==> src/rtl/audio_addr_pkg.sv <==
// Shared types and constants for the audio address sequencer.
package audio_addr_pkg;

  localparam int unsigned DEFAULT_ADDR_W = 17;

  typedef enum logic [1:0] {
    IDLE   = 2'd0,
    RECORD = 2'd1,
    PLAY   = 2'd2
  } state_e;

endpackage

==> src/rtl/audio_address_sequencer.sv <==
// Walks a memory address through a latched [start, end] region, advancing on
// deserializer strobes while recording and on serializer strobes while playing.
module audio_address_sequencer
  import audio_addr_pkg::*;
#(
  parameter int unsigned ADDR_W       = DEFAULT_ADDR_W,
  parameter bit          LOOP_DEFAULT = 1'b0
) (
  input  logic              clock,
  input  logic              reset,
  input  logic              start_record,
  input  logic              start_play,
  input  logic              stop,
  input  logic              loop_en,
  input  logic [ADDR_W-1:0] start_address,
  input  logic [ADDR_W-1:0] end_address,
  input  logic              des_done,
  input  logic              ser_done,
  output logic [ADDR_W-1:0] address,
  output logic              recording,
  output logic              playing,
  output logic              done,
  output logic              wrapped,
  output logic              err
);

  state_e              state_q, state_d;
  logic [ADDR_W-1:0]   addr_q, addr_d;
  logic [ADDR_W-1:0]   start_q, start_d;
  logic [ADDR_W-1:0]   end_q, end_d;
  logic                loop_q, loop_d;
  logic                done_q, done_d;
  logic                wrapped_q, wrapped_d;
  logic                err_q, err_d;
  logic                recording_q, playing_q;
  logic                start_req;
  logic                advance;

  assign start_req = start_record | start_play;
  assign advance   = ((state_q == RECORD) && des_done) || ((state_q == PLAY) && ser_done);

  // Priority: stop, then start (validated), then strobe advance.
  always_comb begin
    state_d   = state_q;
    addr_d    = addr_q;
    start_d   = start_q;
    end_d     = end_q;
    loop_d    = loop_q;
    done_d    = 1'b0;
    wrapped_d = 1'b0;
    err_d     = 1'b0;

    if (stop) begin
      state_d = IDLE;
    end else if (start_req) begin
      if (end_address < start_address) begin
        err_d = 1'b1;
      end else begin
        start_d = start_address;
        end_d   = end_address;
        loop_d  = loop_en;
        addr_d  = start_address;
        state_d = start_record ? RECORD : PLAY;
      end
    end else if (advance) begin
      // End check precedes the increment so the address never passes the end.
      if (addr_q == end_q) begin
        if (loop_q) begin
          addr_d    = start_q;
          wrapped_d = 1'b1;
        end else begin
          done_d  = 1'b1;
          state_d = IDLE;
        end
      end else begin
        addr_d = addr_q + ADDR_W'(1);
      end
    end
  end

  always_ff @(posedge clock) begin
    if (reset) begin
      state_q     <= IDLE;
      addr_q      <= '0;
      start_q     <= '0;
      end_q       <= '0;
      loop_q      <= LOOP_DEFAULT;
      done_q      <= 1'b0;
      wrapped_q   <= 1'b0;
      err_q       <= 1'b0;
      recording_q <= 1'b0;
      playing_q   <= 1'b0;
    end else begin
      state_q     <= state_d;
      addr_q      <= addr_d;
      start_q     <= start_d;
      end_q       <= end_d;
      loop_q      <= loop_d;
      done_q      <= done_d;
      wrapped_q   <= wrapped_d;
      err_q       <= err_d;
      recording_q <= (state_d == RECORD);
      playing_q   <= (state_d == PLAY);
    end
  end

  assign address   = addr_q;
  assign recording = recording_q;
  assign playing   = playing_q;
  assign done      = done_q;
  assign wrapped   = wrapped_q;
  assign err       = err_q;

endmodule

==> config.mk <==
export PLATFORM = sky130hd
export DESIGN_NAME = audio_address_sequencer
export DESIGN_NICKNAME = d
export VERILOG_FILES = /design/src/rtl/audio_addr_pkg.sv /design/src/rtl/audio_address_sequencer.sv
export SDC_FILE = /design/constraint.sdc
export NUM_CORES = 1
export LEC_CHECK = 0
export ABC_AREA = 1
export CORE_UTILIZATION = 53
export CTS_CLUSTER_DIAMETER = 50
export DETAILED_ROUTE_END_ITERATION = 8
export PLACE_DENSITY = 0.8
export SLEW_MARGIN = 20
export SYNTH_ARGS = -nofsm -noshare
export SYNTH_HDL_FRONTEND = slang
export SYNTH_SLANG_ARGS = --single-unit
==> constraint.sdc <==
create_clock -name clock -period 2.32 [get_ports clock]
set_clock_uncertainty 0.05 [all_clocks]
set_input_delay 0.348 -clock clock [delete_from_list [all_inputs] [get_ports clock]]
set_output_delay 0.348 -clock clock [all_outputs]
set_load 0.05 [all_outputs]
; ---- After elaboration in Yosys (flattened, before gate mapping)
; Cells that the tools add are included.
[word_totals]
output_inout_bits = 22
wordCells = 48
reg_bits = 59
inputBits = 42
[classes]
n_bitwise = 6
mux = 15
eq_ne = 7
n_addsub = 1
magnitude_cmp = 1
reduce_logical = 8
[ops]
columns = op, count
row1 = 17-bit two-way mux, 5
row2 = "17-bit by 1-bit adder with 17-bit output, second input constant", 1
row3 = 17-bit equality test, 1
row4 = 17-bit < comparator, 1
row5 = 2-bit two-way mux, 7
row6 = 1-bit inverter, 5
row7 = 5-bit OR reduction, 1
row8 = "2-bit by 1-bit equality test with 1-bit output, second input constant", 2
row9 = "2-bit equality test, second input constant", 2
row10 = 4-bit AND reduction, 1
row11 = 1-bit two-way mux, 3
row12 = "3-bit inequality test, second input constant", 1
row13 = 3-bit AND reduction, 1
row14 = 3-bit OR reduction, 1
row15 = 1-bit logical AND, 2
row16 = "2-bit inequality test, second input constant", 1
row17 = 2-bit nonzero test, 1
row18 = 1-bit logical OR, 1
row19 = 1-bit OR, 1

; ---- Depth between registers and ports, before layout
; Gate-level depths: netlist of run 1.
[logic_depth]
ltp_word = 7
mapped_depth = 17
ltp_nobuf = 17

; ---- Worst setup path after synthesis of run 1
; Ideal clock, no wire load.
[synth_path]
kind = reg2reg
from = register addr_q[0] (netlist: address[0])
to = register addr_q[14] (netlist: address[14])
period_less_slack_ns = 2.136
path_stages_with_launch = 13
setup_slack_ns = 0.184
n_path_buf = 0
arrival_time_ns = 1.970
required_time_ns = 2.154
setup_time_ns = 0.116
path_cell_list = dfxtp_1 ha_1 nand2_1 nor2_1 nand2_1 nor2_2 inv_1 nor3_1 o21ai_1 nand2_1 nor2_1 nor2_1 nor2_1
[synth_via]
elab_chain_cells = 4
word_cells_on_any_way = 7
cone_classes = add/sub (1) / eq/ne (2) / mux (3) / reduce/logical (1)
[synth_rtl]
columns = element, line_no
row1 = from (decl), audio_address_sequencer.sv:28  ; logic [ADDR_W-1:0] addr_q, addr_d;
row2 = from (signal assigned), audio_address_sequencer.sv:95  ; addr_q <= addr_d;
row3 = 17-bit by 1-bit adder with 17-bit output or 17-bit equality test (tied branches), "audio_address_sequencer.sv:76, audio_address_sequencer.sv:67"
row4 = 17-bit two-way mux, audio_address_sequencer.sv:67  ; if (addr_q == end_q) begin
row5 = 17-bit two-way mux, audio_address_sequencer.sv:65  ; end else if (advance) begin
row6 = 17-bit two-way mux, audio_address_sequencer.sv:55  ; end else if (start_req) begin
; Parallel ways exist; a longest one is shown, timed or not. The select of a mux whose other input is x is not followed.
; A chain may end at the register's enable or synchronous reset.

; ---- Worst setup path after layout of run 1
[layout_path]
from = input port end_address[12]
to = register addr_q[0] (netlist: address[0])
[layout_via]
elab_chain_cells = 3
[layout_rtl]
columns = element, line_no
row1 = from (decl), audio_address_sequencer.sv:16  ; input logic [ADDR_W-1:0] end_address,
row2 = 17-bit < comparator, audio_address_sequencer.sv:56  ; if (end_address < start_address) begin
row3 = 2-bit inequality test (no source line), -
row4 = 4-bit AND reduction (no source line), -
; Every way passes these cells.

==> reports/qor.yml, run 1 <==
die_w_um: 84.5
ys_types: 33
gr-usage-met3_pct: 5.60
layout_commonest_cell: "nand2_1"
fin_crit_ns: 2.39
worstRegToRegCells: 12
async_reset_ff_share_pct: 0
io_buffers: 63
arrival_ns: 2.57
min_to: "start_q[16]"
violations: "DRC, setup timing"
slew_headroom_pct: 65.1
ios: 64
std_cell_rows: 29
placed_area_mm2: 0.00468
rr_startpoint: "address[1]"
post_synth.cell_area_avg_um2: 6.81
synth_seq_area_share_pct: 32.8
antenna_found_initial: 0
start_kind: "primary input"
drcViolationCount: 1
synth_fp_nets: 588
fin_ws_ns: -0.0656
dp_slack_ns: -0.397
final_max_slew_viol_count: 0
status: "complete, but fails checks"
r2r_slack_ns: 0.05
ctsHtreeMaxLevel: 3
antenna_cells: 0
yosysTopAreaCell: "dfxtp_1"
reg2reg_to: "address[14]"
start_util_pct: 55.8
grt_overflow_total: 0
clkTransAtPathRegs_ns: 0.07
syn2layout_area_growth_pct: 45.6
hold_violations: 0
grt_usage_pct: 31.3
grt_pass1_vias: 3839
cts-root-buf: "clkbuf_8"
drive_gt1_share_pct: 20.8
via_per_inst: 5.92
ant_nets: 0
hold_start: "start_address[16]"
ys_warn_count: 0
dieArea_mm2: 0.00714
min_period_over_period_pct: 103
syn_inst: 529
fp.dieH_um: 84.5
synth_edf_count: 0
grt_pass1_wl_um: 17500
ir_worst_vdd_mv: 0.524
clk_latency_ns: 0.34
cts_tree: "done"
drv_cap: 0
wl_um: 13200
power_density_mw_per_mm2: 602
fin_area_mm2: 0.00525
numCtsBuffers: 9
hpwlAfterDp_um: 7810
hold_depth: 3
tightest_slew_ns: 0.522
gp_congestion: 0.857
cp-end-kind: "register"
core_mm2: 0.00646
drt_iter0_drc: 559
syn_area_mm2: 0.00360
ys.flop_type: "dfxtp_1"
grtUsageMet2_pct: 53.0
power.total_w: 0.00316
cts_sinks: 59
setup_viol: 14
final_cell_mix: "nand2_1, nor2_1, buf_4"
first_pass_iters: 8
final_nets: 708
hold_ws_ns: 0.299
tns_ns: -0.380
required_ns: 2.50
grt_max_degree: 29
p_leak_nw: 2.49
post_drt_wl_per_cell_um: 18.1
synth_top_area_share_pct: 32.8
synthTopCellsByArea: "dfxtp_1, nand2_1, nor2_1, ha_1, inv_1"
synth_seq_cells: 59
clockBufferDepth: 2
fmax_ghz: 0.419
grt.busiest_layer: "met2"
vias: 4324
use_met1_pct: 39.4
min_path_type: "in -> reg"
path_class: "in -> reg"
cp_max_fo: 7
## kinds of logic after synthesis
logic type	Yosys count	synth area share [%]
AOI/OAI and AO/OA	88	12.3
DFF	59	32.8
xor gates and xnor gates	26	6.32
buffers and inverters	77	9.58
and+or+nand+nor	262	33.1
adders and majority gates	17	5.90
## final cells by class
type / instances / area, um2
Clock buffer: 13 / 169
Clock inverter: 2 / 10.0
Fill cell: 396 / 1210
Inverter: 55 / 226
Multi-Input combinational cell: 393 / 2280
Sequential cell: 59 / 1180
Tap cell: 77 / 96.3
Timing Repair Buffer: 131 / 1280
## cells in the mapped netlist, types with 2 or more instances
library cell  number
a21oi_1           29
and3_1             2
buf_2              5
buf_4              3
buf_6              2
clkbuf_1          11
dfxtp_1           59
ha_1              17
inv_1             51
inv_2              3
nand2_1          110
nand2_4            2
nand3_1           23
nand3_2            3
nand3b_1          16
nand4_1            4
nor2_1            91
nor2_2             2
nor3_1             3
o21ai_0           30
o21ai_1           27
xnor2_1           10
xor2_1            16
## state kept, by name, summed over array words and instances (netlist names)
name,cells
address,17
end_q,17
start_q,17
state_q,2
done,1
err,1
loop_q,1
playing,1
recording,1
wrapped,1
## critical path: stages
cell             delay (ns)
clkdlybuf4s50_1        0.52
ha_4                   0.22
a21oi_1                0.23
nand2_1                0.12
a21oi_2                0.24
nand3_4                0.11
nand3_4                0.17
nand2_8                0.10
buf_4                  0.15
buf_12                 0.12
o21ai_1                0.16
nor2_1                 0.07
## per-layer routing
metal  routed length, um  part of all wire, %
met5                   0                    0
met3                1420                   11
met4                 675                  5.1
met2                6200                   47
met1                4950                   37
## metrics by stage
stage	util, %	instances
after floorplan	-	529
after global placement	72.5	704
after detailed placement	72.5	704
after CTS	75.4	719
after global routing	81.3	730
final	81.3	730
## report_power, final
| part | switching (W) | internal [W] | total [W] | leakage [nW] |
|---|---|---|---|---|
| clock | 0.000429 | 0.000467 | 0.000896 | 0.0953 |
| sequential | 0.0000750 | 0.00110 | 0.00117 | 0.484 |
| combinational | 0.000640 | 0.000452 | 0.00109 | 1.91 |
## repair_timing
| item | CTS | global route |
|---|---|---|
| gates cloned | 0 | 2 |
| hold buffers | 0 | 0 |
| setup buffers | 0 | 9 |
| gates resized for setup | 1 | 58 |
| pin swaps | 0 | 14 |
| setup endpoints to repair | 28 | 56 |
## worst max path at each step
stage | cells past startpoint | endpoint | start
final | 12 | address[0] | end_address[12]
after floorplan | 12 | address[14] | address[0]
after CTS | 14 | start_q[13] | start_address[16]
after detailed placement | 14 | start_q[13] | start_address[16]
after global placement | 14 | address[13] | start_address[12]
after global routing | 17 | address[0] | start_address[4]
Note: power is estimated with default switching activity, not from simulation.
==> inputs of run 2 (changes only) <==
Settings changed: CTS_BUF_LIST set to sky130_fd_sc_hd__clkbuf_16.
==> run 2 against run 1 <==
  * Largest cell class unchanged
  * Critical path depth grew 1
  * Flip-flop and latch count is the same
  * Die area unchanged
  * Count of clock-buffer cells in the layout is 4 lower
  * Cell area increased by 4.2%
  * The flow still finishes with violations (DRC, setup timing)
  * Critical path type unchanged
  * Largest power group is now the clock network
  * Core utilization increased by 3.4 points
  * Final cell count is 0.14% higher
  * Sequential power hardly changed
  * Global-route usage up 1.2 points
  * First-iteration DRC count grew 20%
==> reports/qor.yml, run 2 (synthesis gave the netlist of run 1 again) <==
fillers: 326  # was 396
setup_viol: 49  # was 14
grt_max_degree: 29  # unchanged
antenna_found_initial: 0  # unchanged
arrival_ns: 2.65  # was 2.57 ns
start_util_pct: 55.8  # unchanged
grt_usage_pct: 32.6  # was 31.3%
fin_ws_ns: -0.159  # was -0.0656 ns
fp.dieH_um: 84.5  # unchanged
clkTransAtPathRegs_ns: 0.06  # was 0.07 ns
antenna_cells: 0  # unchanged
final_nets: 709  # was 708
wl_um: 15100  # was 13,200 um
dp_slack_ns: -0.397  # unchanged
core_mm2: 0.00646  # unchanged
dieArea_mm2: 0.00714  # unchanged
layout_commonest_cell: "nand2_1"  # unchanged
final_cell_mix: "nand2_1, nor2_1, dfxtp_1"  # was nand2_1, nor2_1, buf_4
min_path_type: "in -> reg"  # unchanged
start_kind: "primary input"  # unchanged
gp_congestion: 0.857  # unchanged
clockBufferDepth: 2  # unchanged
crit_path_top_delay_cell: "clkdlybuf4s50_1"  # unchanged
ir_worst_vdd_mv: 0.566  # was 0.524 mV
syn2layout_area_growth_pct: 51.8  # was 45.6%
hold_depth: 3  # unchanged
required_ns: 2.49  # was 2.50 ns
cts_tree: "done"  # unchanged
cts-root-buf: "clkbuf_16"  # was clkbuf_8
r2r_slack_ns: -0.03  # was 0.05 ns
worstRegToRegCells: 11  # was 12
vias: 4589  # was 4,324
slew_headroom_pct: 65.1  # about the same
combinationalPowerShare_pct: 33.0  # was 34.6%
drive_gt1_share_pct: 22.0  # was 20.8%
numCtsBuffers: 9  # unchanged
hold_ws_ns: 0.301  # was 0.299 ns
hold_violations: 0  # unchanged
drcViolationCount: 2  # was 1
path_class: "in -> reg"  # unchanged
final_max_slew_viol_count: 0  # unchanged
p_leak_nw: 2.70  # was 2.49 nW
cellInternalPower_w: 0.00226  # was 0.00201 W
hold_start: "start_address[16]"  # unchanged
tightest_slew_ns: 0.522  # about the same
netSwitchingPower_w: 0.00126  # was 0.00114 W
cts_hold_buffers: 0  # unchanged
switching_share_pct: 35.9  # was 36.2%
cp-end-kind: "register"  # unchanged
min_period_over_period_pct: 107  # was 103%
std_cell_rows: 29  # unchanged
fin_crit_ns: 2.48  # was 2.39 ns
fmax_ghz: 0.403  # was 0.419 GHz
min_to: "start_q[16]"  # unchanged
grt_overflow_total: 0  # unchanged
cp_slowest_stage_delay_ns: 0.48  # was 0.52 ns
io_buffers: 63  # unchanged
clk_latency_ns: 0.35  # was 0.34 ns
cts_sinks: 59  # unchanged
violations: "DRC, setup timing"  # unchanged
cp_max_fo: 16  # was 7
hpwlAfterDp_um: 7810  # unchanged
drt_iter0_drc: 672  # was 559
ios: 64  # unchanged
drv_cap: 0  # unchanged
ant_nets: 0  # unchanged
grt_pass1_vias: 3975  # was 3,839
rr_startpoint: "address[1]"  # unchanged
clkPwrFrac_pct: 33.7  # was 28.4%
path_cells: "clkdlybuf4s50_1, ha_1, nand2_1, nor2_4, nand2_2, nor2_4, nand2_2, nand3_4, nand3_4, nand2_4, clkinv_8, nor2_1, nor2_1"  # was clkdlybuf4s50_1, ha_4, a21oi_1, nand2_1, a21oi_2, nand3_4, nand3_4, nand2_8, buf_4, buf_12, o21ai_1, nor2_1
die_w_um: 84.5  # unchanged
via_per_inst: 6.28  # was 5.92
tns_ns: -2.80  # was -0.380 ns
post_drt_wl_per_cell_um: 20.6  # was 18.1 um
seqPwrFrac_pct: 33.4  # was 37.0%
power_density_mw_per_mm2: 644  # was 602 mW/mm2
first_pass_iters: 9  # was 8
reg2reg_to: "address[16]"  # was address[14]
ctsHtreeMaxLevel: 3  # unchanged
grt_pass1_wl_um: 18200  # was 17,500 um
status: "complete, but fails checks"  # unchanged
power.total_w: 0.00352  # was 0.00316 W
## run 2: changes by cell type in the layout (fill, tap and decap cells not counted), moves of 4 or more
cell,before,now
clkbuf_16,2,13
nand2_2,6,11
nor2_4,1,5
clkdlybuf4s50_1,53,37
clkbuf_8,12,0
o21ai_1,24,29
dlymetal6s2s_1,10,26
nand2_1,104,98
inv_2,9,13
o21ai_2,4,0
## run 2: critical path, delay by kind of cell
family	cells	cell delay, ns
adder cells (fa/ha/maj)	1	0.33
AND/OR/NAND/NOR	10	1.36
buffers and inverters	2	0.60
## run 2: routing by layer
metal,vias to the layer above,global-route usage (%),share of wire [%]
met3,140,4.52,13
met5,-,0,0
met2,425,55.4,44
li1,1938,-,-
met4,0,17.4,7.3
met1,2086,40.1,36
## run 2: cell type report
| type | count | area, um2 | share of cell area [%] |
|---|---|---|---|
| clock buffer | 9 | 225 | 4.12 |
| tap | 77 | 96.3 | 1.76 |
| multi-input combinational | 394 | 2360 | 43.1 |
| sequential | 59 | 1180 | 21.6 |
| timing repair buffer | 131 | 1350 | 24.7 |
| inverter | 55 | 231 | 4.23 |
| clock inverter | 6 | 25.0 | 0.457 |
## run 2: what timing repair did
action | CTS | global route
gates cloned | 0 | 6
setup buffers | 0 | 6
gates resized for setup | 5 | 88
pin swaps | 1 | 12
setup endpoints to repair | 52 | 56
## run 2: worst max-delay path by stage
stage / startpoint / endpoint / slack [ns] / cells past startpoint
final: end_address[5] / address[2] / -0.16 / 13
after global routing: end_address[5] / address[2] / -0.14 / 13
after CTS: start_address[16] / start_q[13] / -0.005 / 14
after detailed placement: start_address[16] / start_q[13] / -0.40 / 14
after global placement: start_address[12] / address[13] / -0.32 / 14
after floorplan: address[0] / address[14] / 0.18 / 12
## run 2: per-stage QoR
stage / util [%] / instance area, um2 / std cells
detailed placement: 72.5 / 4680 / 704
global route: 84.7 / 5470 / 731
global placement: 72.5 / 4680 / 704
floorplan: - / 3600 / 529
CTS: 76.7 / 4950 / 719
finish: 84.7 / 5470 / 731
## run 2: power by group through the flow
stage / logic (W) / registers [W] / clock network [W]
after floorplan: 0.000462 / 0.00128 / 0
after global routing: 0.00121 / 0.00118 / 0.00122
after CTS: 0.000950 / 0.00116 / 0.00114
after global placement: 0.000912 / 0.00118 / 0
after detailed placement: 0.000933 / 0.00118 / 0
final: 0.00116 / 0.00117 / 0.00119
==> inputs of run 3 (changes only) <==
Settings changed: SKIP_LAST_GASP set to 1.
Clock period 2.32 ns to 2.6 ns, I/O delays scaled along.
==> run 3 against run 2 <==
  * The flow finishes with violations (DRC)
  * Final cell count decreased by 3.7%
  * Cell area decreased by 10%
  * Count of clock-buffer cells in the layout unchanged
  * Via count decreased by 14%
  * Critical path depth increased by 2
  * Worst hold slack improved by 0.11 ns
  * Die area unchanged
  * Setup slack improved by 0.29 ns
  * Largest power group unchanged
==> reports/qor.yml, run 3 (synthesis gave the netlist of run 1 again) <==
fmax_ghz: 0.405
hold_violations: 0  # unchanged
power_density_mw_per_mm2: 637  # was 644 mW/mm2
min_period_over_period_pct: 94.9
gp_congestion: 0.849  # was 0.857
violations: "DRC"  # was DRC, setup timing
r2r_slack_ns: 0.40  # was -0.03 ns
status: "complete, but fails checks"  # unchanged
drive_gt1_share_pct: 12.0  # was 22.0%
start_kind: "primary input"  # unchanged
antenna_cells: 0  # unchanged
syn2layout_area_growth_pct: 36.0  # was 51.8%
path_class: "in -> reg"  # unchanged
drv_cap: 0  # unchanged
core_mm2: 0.00646  # unchanged
drt_iter0_drc: 283  # was 672
worstRegToRegCells: 13  # was 11
hpwlAfterDp_um: 7530  # was 7810 um
slew_headroom_pct: 65.3  # was 65.1%
fin_cells: 704  # was 731
start_util_pct: 55.8  # unchanged
crit_start: "start_address[16]"  # was end_address[5]
min_path_type: "reg -> reg"  # was in -> reg
cp_max_fo: 8  # was 16
hold_ws_ns: 0.414  # was 0.301 ns
dieArea_mm2: 0.00714  # unchanged
ctsHtreeMaxLevel: 3  # unchanged
hold_depth: 2  # was 3
fp.dieH_um: 84.5  # unchanged
clkTransAtPathRegs_ns: 0.05  # was 0.06 ns
fin_ws_ns: 0.131  # was -0.159 ns
arrival_ns: 2.69  # was 2.65 ns
drcViolationCount: 1  # was 2
vias: 3924  # was 4,589
final_max_slew_viol_count: 0  # unchanged
clockBufferDepth: 2  # unchanged
final_nets: 681  # was 709
post_drt_wl_per_cell_um: 15.6  # was 20.6 um
ios: 64  # unchanged
p_leak_nw: 2.31  # was 2.70 nW
dp.cells: 683  # was 704
setup_viol: 0  # was 49
fin_area_mm2: 0.00490  # was 0.00547 mm2
grt_overflow_total: 0  # unchanged
ant_nets: 0  # unchanged
required_ns: 2.82  # was 2.49 ns
min_to: "start_q[0]"  # was start_q[16]
numCtsBuffers: 9  # unchanged
fillers: 481  # was 326
dp_slack_ns: -0.165  # was -0.397 ns
grt_usage_pct: 32.4  # was 32.6%
clk_latency_ns: 0.33  # was 0.35 ns
via_per_inst: 5.57  # was 6.28
rr_startpoint: "address[11]"  # was address[1]
cts_sinks: 59  # unchanged
grt_pass1_vias: 3895  # was 3,975
std_cell_rows: 29  # unchanged
cts_tree: "done"  # unchanged
die_w_um: 84.5  # unchanged
grt_max_degree: 38  # was 29
layout_commonest_cell: "nand2_1"  # unchanged
grt_pass1_wl_um: 18000  # was 18,200 um
tns_ns: 0  # was -2.80 ns
reg2reg_to: "address[6]"  # was address[16]
wl_um: 10900  # was 15,100 um
ir_worst_vdd_mv: 0.378  # was 0.566 mV
final_cell_mix: "nand2_1, nor2_1, clkdlybuf4s50_1"  # was nand2_1, nor2_1, dfxtp_1
hold_start: "start_q[0]"  # was start_address[16]
tightest_slew_ns: 0.520  # was 0.522 ns
first_pass_iters: 7  # was 9
cts-root-buf: "clkbuf_16"  # unchanged
io_buffers: 63  # unchanged
antenna_found_initial: 0  # unchanged
cp-end-kind: "register"  # unchanged
fin_crit_ns: 2.47
placed_area_mm2: 0.00453  # was 0.00468 mm2
[run 3: cell types whose count changed in the layout (fill, tap and decap cells not counted), moves of 12 or more]
cell             previous run  this run
ha_4                       12         0
ha_1                        5        17
dlymetal6s2s_1             26         0
buf_4                      56        36
clkdlybuf4s50_1            37        63
inv_1                      41        53
[run 3: power breakdown]
group	switching, W	internal [W]
sequential	0.0000785	0.000979
combinational	0.000489	0.000334
clock	0.000416	0.000827
total	0.000983	0.00214
[run 3: final cells by class]
type                    count  area, um2  area share (%)
multi-input cells         394       2110            43.1
flip-flops and latches     59       1180            24.1
repair buffers            103        981            20.0
clock buffers               9        225            4.59
inverters                  55        221            4.52
well taps                  77       96.3            1.97
clock inverters             7       85.1            1.74
[run 3: worst max path at each step]
stage | cells after the start | slack, ns | end
4_1_cts | 14 | 0.09 | address[13]
6_report | 15 | 0.13 | address[5]
3_5_place_dp | 14 | -0.16 | address[0]
3_3_place_gp | 14 | -0.07 | address[11]
5_1_grt | 14 | -0.05 | start_q[14]
2_1_floorplan | 12 | 0.46 | address[14]
[run 3: layer usage]
metal,global-route usage (%),share of wire [%]
met3,7.87,8.2
met5,0,0
met4,16.5,2.8
met2,53.8,47
met1,39.3,42
[run 3: what timing repair did]
| item | 4_1_cts | 5_1_grt |
|---|---|---|
| hold buffers | 0 | 0 |
| setup endpoints to repair | 0 | 46 |
| resized for setup | 0 | 7 |
| hold endpoints to repair | 0 | 0 |
| setup buffers | 0 | 4 |
[run 3: critical path: stages]
cell             delay [ns]
clkdlybuf4s50_1        0.50
inv_1                  0.08
ha_1                   0.31
nand2_1                0.10
nor2_2                 0.15
nand2_1                0.09
nor2_1                 0.11
nand2_1                0.10
nand3_2                0.12
nand3_4                0.16
nand2_8                0.16
buf_4                  0.14
buf_12                 0.10
o21ai_1                0.05
nor2_1                 0.11
[run 3: per-stage QoR]
step / total power (W) / util, %
after floorplan: 0.00155 / -
after global placement: 0.00183 / 70.1
after detailed placement: 0.00185 / 70.1
after CTS: 0.00308 / 74.9
after global routing: 0.00326 / 75.9
final: 0.00312 / 75.9
==> variant 1, RTL diff (flow settings as in run 2) <==
Set the parameter `LOOP_DEFAULT` to 1'b1 (it was 1'b0).
--- a/src/rtl/audio_address_sequencer.sv
+++ b/src/rtl/audio_address_sequencer.sv
@@ -4,7 +4,7 @@
   import audio_addr_pkg::*;
 #(
   parameter int unsigned ADDR_W       = DEFAULT_ADDR_W,
-  parameter bit          LOOP_DEFAULT = 1'b0
+  parameter bit          LOOP_DEFAULT = 1'b1
 ) (
   input  logic              clock,
   input  logic              reset,
Check against the original RTL: same outputs for any inputs over 4 cycles, from zero or initial values and one cycle with reset high; that may be too few to reach the edited logic, so the function may still have changed.
==> variant 1 against run 2 <==
- the run ends with setup timing left
- largest cell class unchanged
- routed wire length decreased by 13%
- critical path type is now reg2reg
- setup slack improved by 0.091 ns
- fmax increased by 3.8%
- synthesized area increased by 0.24%
- design area decreased by 4.5%
- sequential cell count unchanged
- sequential share of layout area increased by 0.99 points
- largest power group is now registers
- total power decreased by 4.1%
- critical path depth decreased by 2
==> variant 1: results (changes against run 2) <==
- Most area-consuming cells after synthesis: sky130_fd_sc_hd__dfxtp_1, sky130_fd_sc_hd__nand2_1, sky130_fd_sc_hd__nor2_1, sky130_fd_sc_hd__ha_1, sky130_fd_sc_hd__o21ai_0
- Worst setup slack after layout: -0.0680 ns (+0.0907 ns)
- Placement Setup Slack: -0.467 ns (-0.0704 ns)
- Via count of the first global-routing pass: 4077 (+2.6%)
- Actual transition at the worst max-transition pin: 0.586 ns (+0.0648 ns)
- Worst IR Drop VDD: 0.680 mV (+20%)
- Placer congestion estimate: 0.871 (+1.6%)
- Count of final setup violators: 5 (-90%)
- Initial antenna violation count: 1 (+1)
- Clock distribution area overhead in the final layout: 4.77% (+0.19 points)
- Number of buffers inserted to repair setup after CTS: 6 (+6)
- Result of the run: finished with violations
- Critical Path Fanout Max: 19 (+3)
- Total number of vias: 4283 (-6.7%)
- Global-route wire length before repair: 18400 um (+1.2%)
- Highest-delay cell along the critical path: sky130_fd_sc_hd__dfxtp_1
- Arrival time reported for the critical path endpoint: 2.60 ns (-0.05 ns)
- Violations in the final reports: setup timing
- Number of instances resized during post-cts repair: 10 (+5)
- Global-route track usage on met3: 10.0% (+5.5 points)
- Min-Delay Endpoint: start_q[7]
- Final antenna diode count: 1 (+1)
- Overall fraction of global-route tracks in use: 33.3% (+0.70 points)
- Wire length per cell: 17.9 um (-13%)
- Final HPWL DP: 7850 um (+0.46%)
- Wire length reported by the detailed router: 13000 um (-13%)
- Number of iterations in the first detailed-routing pass: 6 (-3)
-- variant 1: changes by cell type in the layout (fill, tap and decap cells not counted), sizes merged, moves of 2 or more --
cell,before,now
clkdlybuf4s50,37,47
clkbuf,13,10
buf,64,62
dlymetal6s2s,26,15
-- variant 1: per-stage QoR --
step / total power [mW] / TNS [ns] / cell area [um^2] / hold slack (ns)
after floorplan: 1.73 / 0 / 3610 / 0.367
after global placement: 2.08 / -18.92 / 4660 / 0.404
after detailed placement: 2.11 / -22.18 / 4660 / 0.402
after CTS: 3.27 / 0 / 4990 / 0.408
after global routing: 3.50 / -1.76 / 5230 / 0.352
final: 3.38 / -0.142 / 5230 / 0.323
-- variant 1: per-layer routing --
layer  wire length (um)  vias to the layer above
met2               6170                      324
met1               4680                     1939
li1                   -                     1932
met3               1430                       88
met4                760                        0
met5                  0                        -
-- variant 1: report_power, final --
part | leakage [nW] | internal (mW) | switching, mW
clock | 0.123 | 0.693 | 0.454
combinational | 1.93 | 0.423 | 0.629
sequential | 0.484 | 1.10 | 0.0795
==> variant 2, RTL diff (config.mk and constraints of run 2) <==
Made on the original files. Re-encode `state_e` (3 states) as one-hot, 3 bits wide.
--- a/src/rtl/audio_addr_pkg.sv
+++ b/src/rtl/audio_addr_pkg.sv
@@ -3,10 +3,10 @@
 
   localparam int unsigned DEFAULT_ADDR_W = 17;
 
-  typedef enum logic [1:0] {
-    IDLE   = 2'd0,
-    RECORD = 2'd1,
-    PLAY   = 2'd2
+  typedef enum logic [2:0] {
+    IDLE   = 3'b001,
+    RECORD = 3'b010,
+    PLAY   = 3'b100
   } state_e;
 
 endpackage
Check against the original RTL: same outputs for any inputs over 4 cycles, from zero or initial values and one cycle with reset high; so few cycles prove little.
==> variant 2 against run 2 <==
- design area decreased by 3.1%
- setup slack improved by 0.23 ns
- synthesized area increased by 10%
- first-iteration DRC count decreased by 40%
- die area increased by 9.7%
- critical path depth unchanged
- routed wire length decreased by 18%
- total power decreased by 1.1%
- critical endpoint is now start_q[0]
- sequential cell count increased by 1
- register-to-register slack improved by 0.18 ns
==> variant 2: results (changes against run 2) <==
- Adder-Cell Fraction of Synth Area: 5.37% (-0.53 points)
- Overall fraction of global-route tracks in use: 32.7% (+0.13 points)
- CP Capture Point: start_q[0]
- Number of cells on the worst hold path: 2 (-1)
- Critical Path Fanout Max: 25 (+9)
- Iter 0 DRT Violations: 405 (-40%)
- Origin of the worst setup path: start_address[6]
- Final #Nets: 776 (+9.4%)
- Internal reg-to-reg setup slack: 0.15 ns (+0.18 ns)
- Worst R2R Path Depth: 14 (+3)
- Highest-delay cell along the critical path: sky130_fd_sc_hd__clkdlybuf4s50_1
- Most used standard cells in the synthesized netlist: sky130_fd_sc_hd__nand2_1, sky130_fd_sc_hd__nor2_1, sky130_fd_sc_hd__inv_1
- Arrival time reported for the critical path endpoint: 2.43 ns (-0.22 ns)
- Most area-consuming cells after synthesis: sky130_fd_sc_hd__dfxtp_1, sky130_fd_sc_hd__nand2_1, sky130_fd_sc_hd__nor2_1, sky130_fd_sc_hd__inv_1, sky130_fd_sc_hd__nand3_1
- Via count of the first global-routing pass: 3980 (+0.13%)
- Number of iterations in the first detailed-routing pass: 5 (-4)
- CP top delay family: buffers and inverters
- Capturing point of the worst reg2reg path: address[14]
- Mux contribution to synthesized area: 0% (unchanged)
- Largest net degree at the start of global routing: 50 (+72%)
- Placer congestion estimate: 0.903 (+5.4%)
- Actual transition at the worst max-transition pin: 0.502 ns (-0.0200 ns)
- Sequential share of the synthesized area: 30.3% (-2.5 points)
- Parity-gate share of the synthesized area counting xor and xnor cells: 3.98% (-2.3 points)
- Wire length per cell: 15.0 um (-27%)
- Worst IR Drop VDD: 0.505 mV (-11%)
- Sw Share: 33.5% (-2.4 points)
- Share of final-layout standard cells stronger than drive strength 1: 14.0% (-8.0 points)
- Min-Delay Path Class: reg2reg
- Synthesized-area fraction occupied by ao, oa, aoi and oai cells: 11.7% (-0.64 points)
- Global-route wire length before repair: 19400 um (+6.8%)
- Result of the run: finished, final reports clean
- P_leak: 2.47 nW (-8.4%)
- Reg2Reg Launch Point: address[0]
- Post-Synthesis Net Count: 681 (+16%)
- Routed vias/inst: 5.38 (-14%)
- Clock network latency to the later pin of the worst-skew pair: 0.33 ns (-0.02 ns)
- Final HPWL DP: 8510 um (+8.9%)
-- variant 2: changes by cell type after synthesis, sizes merged, moves of 3 or more --
cell | before | now
a211oi | 0 | 17
a21oi | 29 | 25
buf | 11 | 14
inv | 54 | 89
nand2 | 113 | 170
nand3 | 27 | 52
nand3b | 16 | 1
o21ai | 57 | 36
xnor2 | 10 | 7
xor2 | 16 | 11
-- variant 2: how the worst min path moves through the flow --
stage	from	end
after global placement	end_q[2]	end_q[2]
after global routing	end_q[16]	end_q[16]
after detailed placement	start_q[5]	start_q[5]
after CTS	end_q[2]	end_q[2]
after floorplan	loop_q	done
final	end_q[16]	end_q[16]
-- variant 2: stage by stage --
step | cells | instance area, um^2 | setup slack, ns
after floorplan | 622 | 3960 | 0.252
after global placement | 803 | 4890 | -0.185
after detailed placement | 803 | 4890 | -0.273
after CTS | 819 | 5180 | 0.00915
after global routing | 821 | 5300 | -0.0506
final | 821 | 5300 | 0.0738
-- variant 2: kinds of logic after synthesis --
logic type | Yosys count
compound gates | 82
xor+xnor | 18
fa+ha+maj | 17
buf+inv | 115
flops | 60
simple gates | 330
-- variant 2: worst min-delay path: stages, from the launching register on --
cell                      delay [ns]
sky130_fd_sc_hd__dfxtp_1        0.32
sky130_fd_sc_hd__inv_1          0.05
sky130_fd_sc_hd__a21oi_1        0.05
-- variant 2: layout make-up --
cell class                      instances  area, um^2  area share, %
Timing Repair Buffer                  108        1020           19.3
Clock inverter                          7        58.8           1.11
Sequential cell                        60        1200           22.7
Inverter                               91         342           6.44
Clock buffer                            9         225           4.25
Multi-Input combinational cell        447        2330           43.9
Tap cell                               99         124           2.34
-- variant 2: what timing repair did --
action | in CTS | in global routing
gates cloned | 0 | 1
buffers inserted | 0 | 1
pin swaps | 0 | 3
endpoints found under the hold margin | 0 | 0
resized for setup | 3 | 25
endpoints found under the setup margin | 3 | 55
-- variant 2: layer usage --
metal	GRT usage, %	wire [um]	up-vias
li1	-	-	2159
met1	44.4	5310	1996
met2	52.2	5790	227
met3	4.29	896	33
met4	13.9	333	0
met5	0	0	-
-- variant 2: power groups by stage --
stage	sequential, mW	combinational, mW	clock (mW)
6_report	1.18	0.998	1.30
5_1_grt	1.19	1.08	1.35
4_1_cts	1.18	0.943	1.30
3_5_place_dp	1.20	0.927	0
3_3_place_gp	1.20	0.908	0
2_1_floorplan	1.29	0.528	0
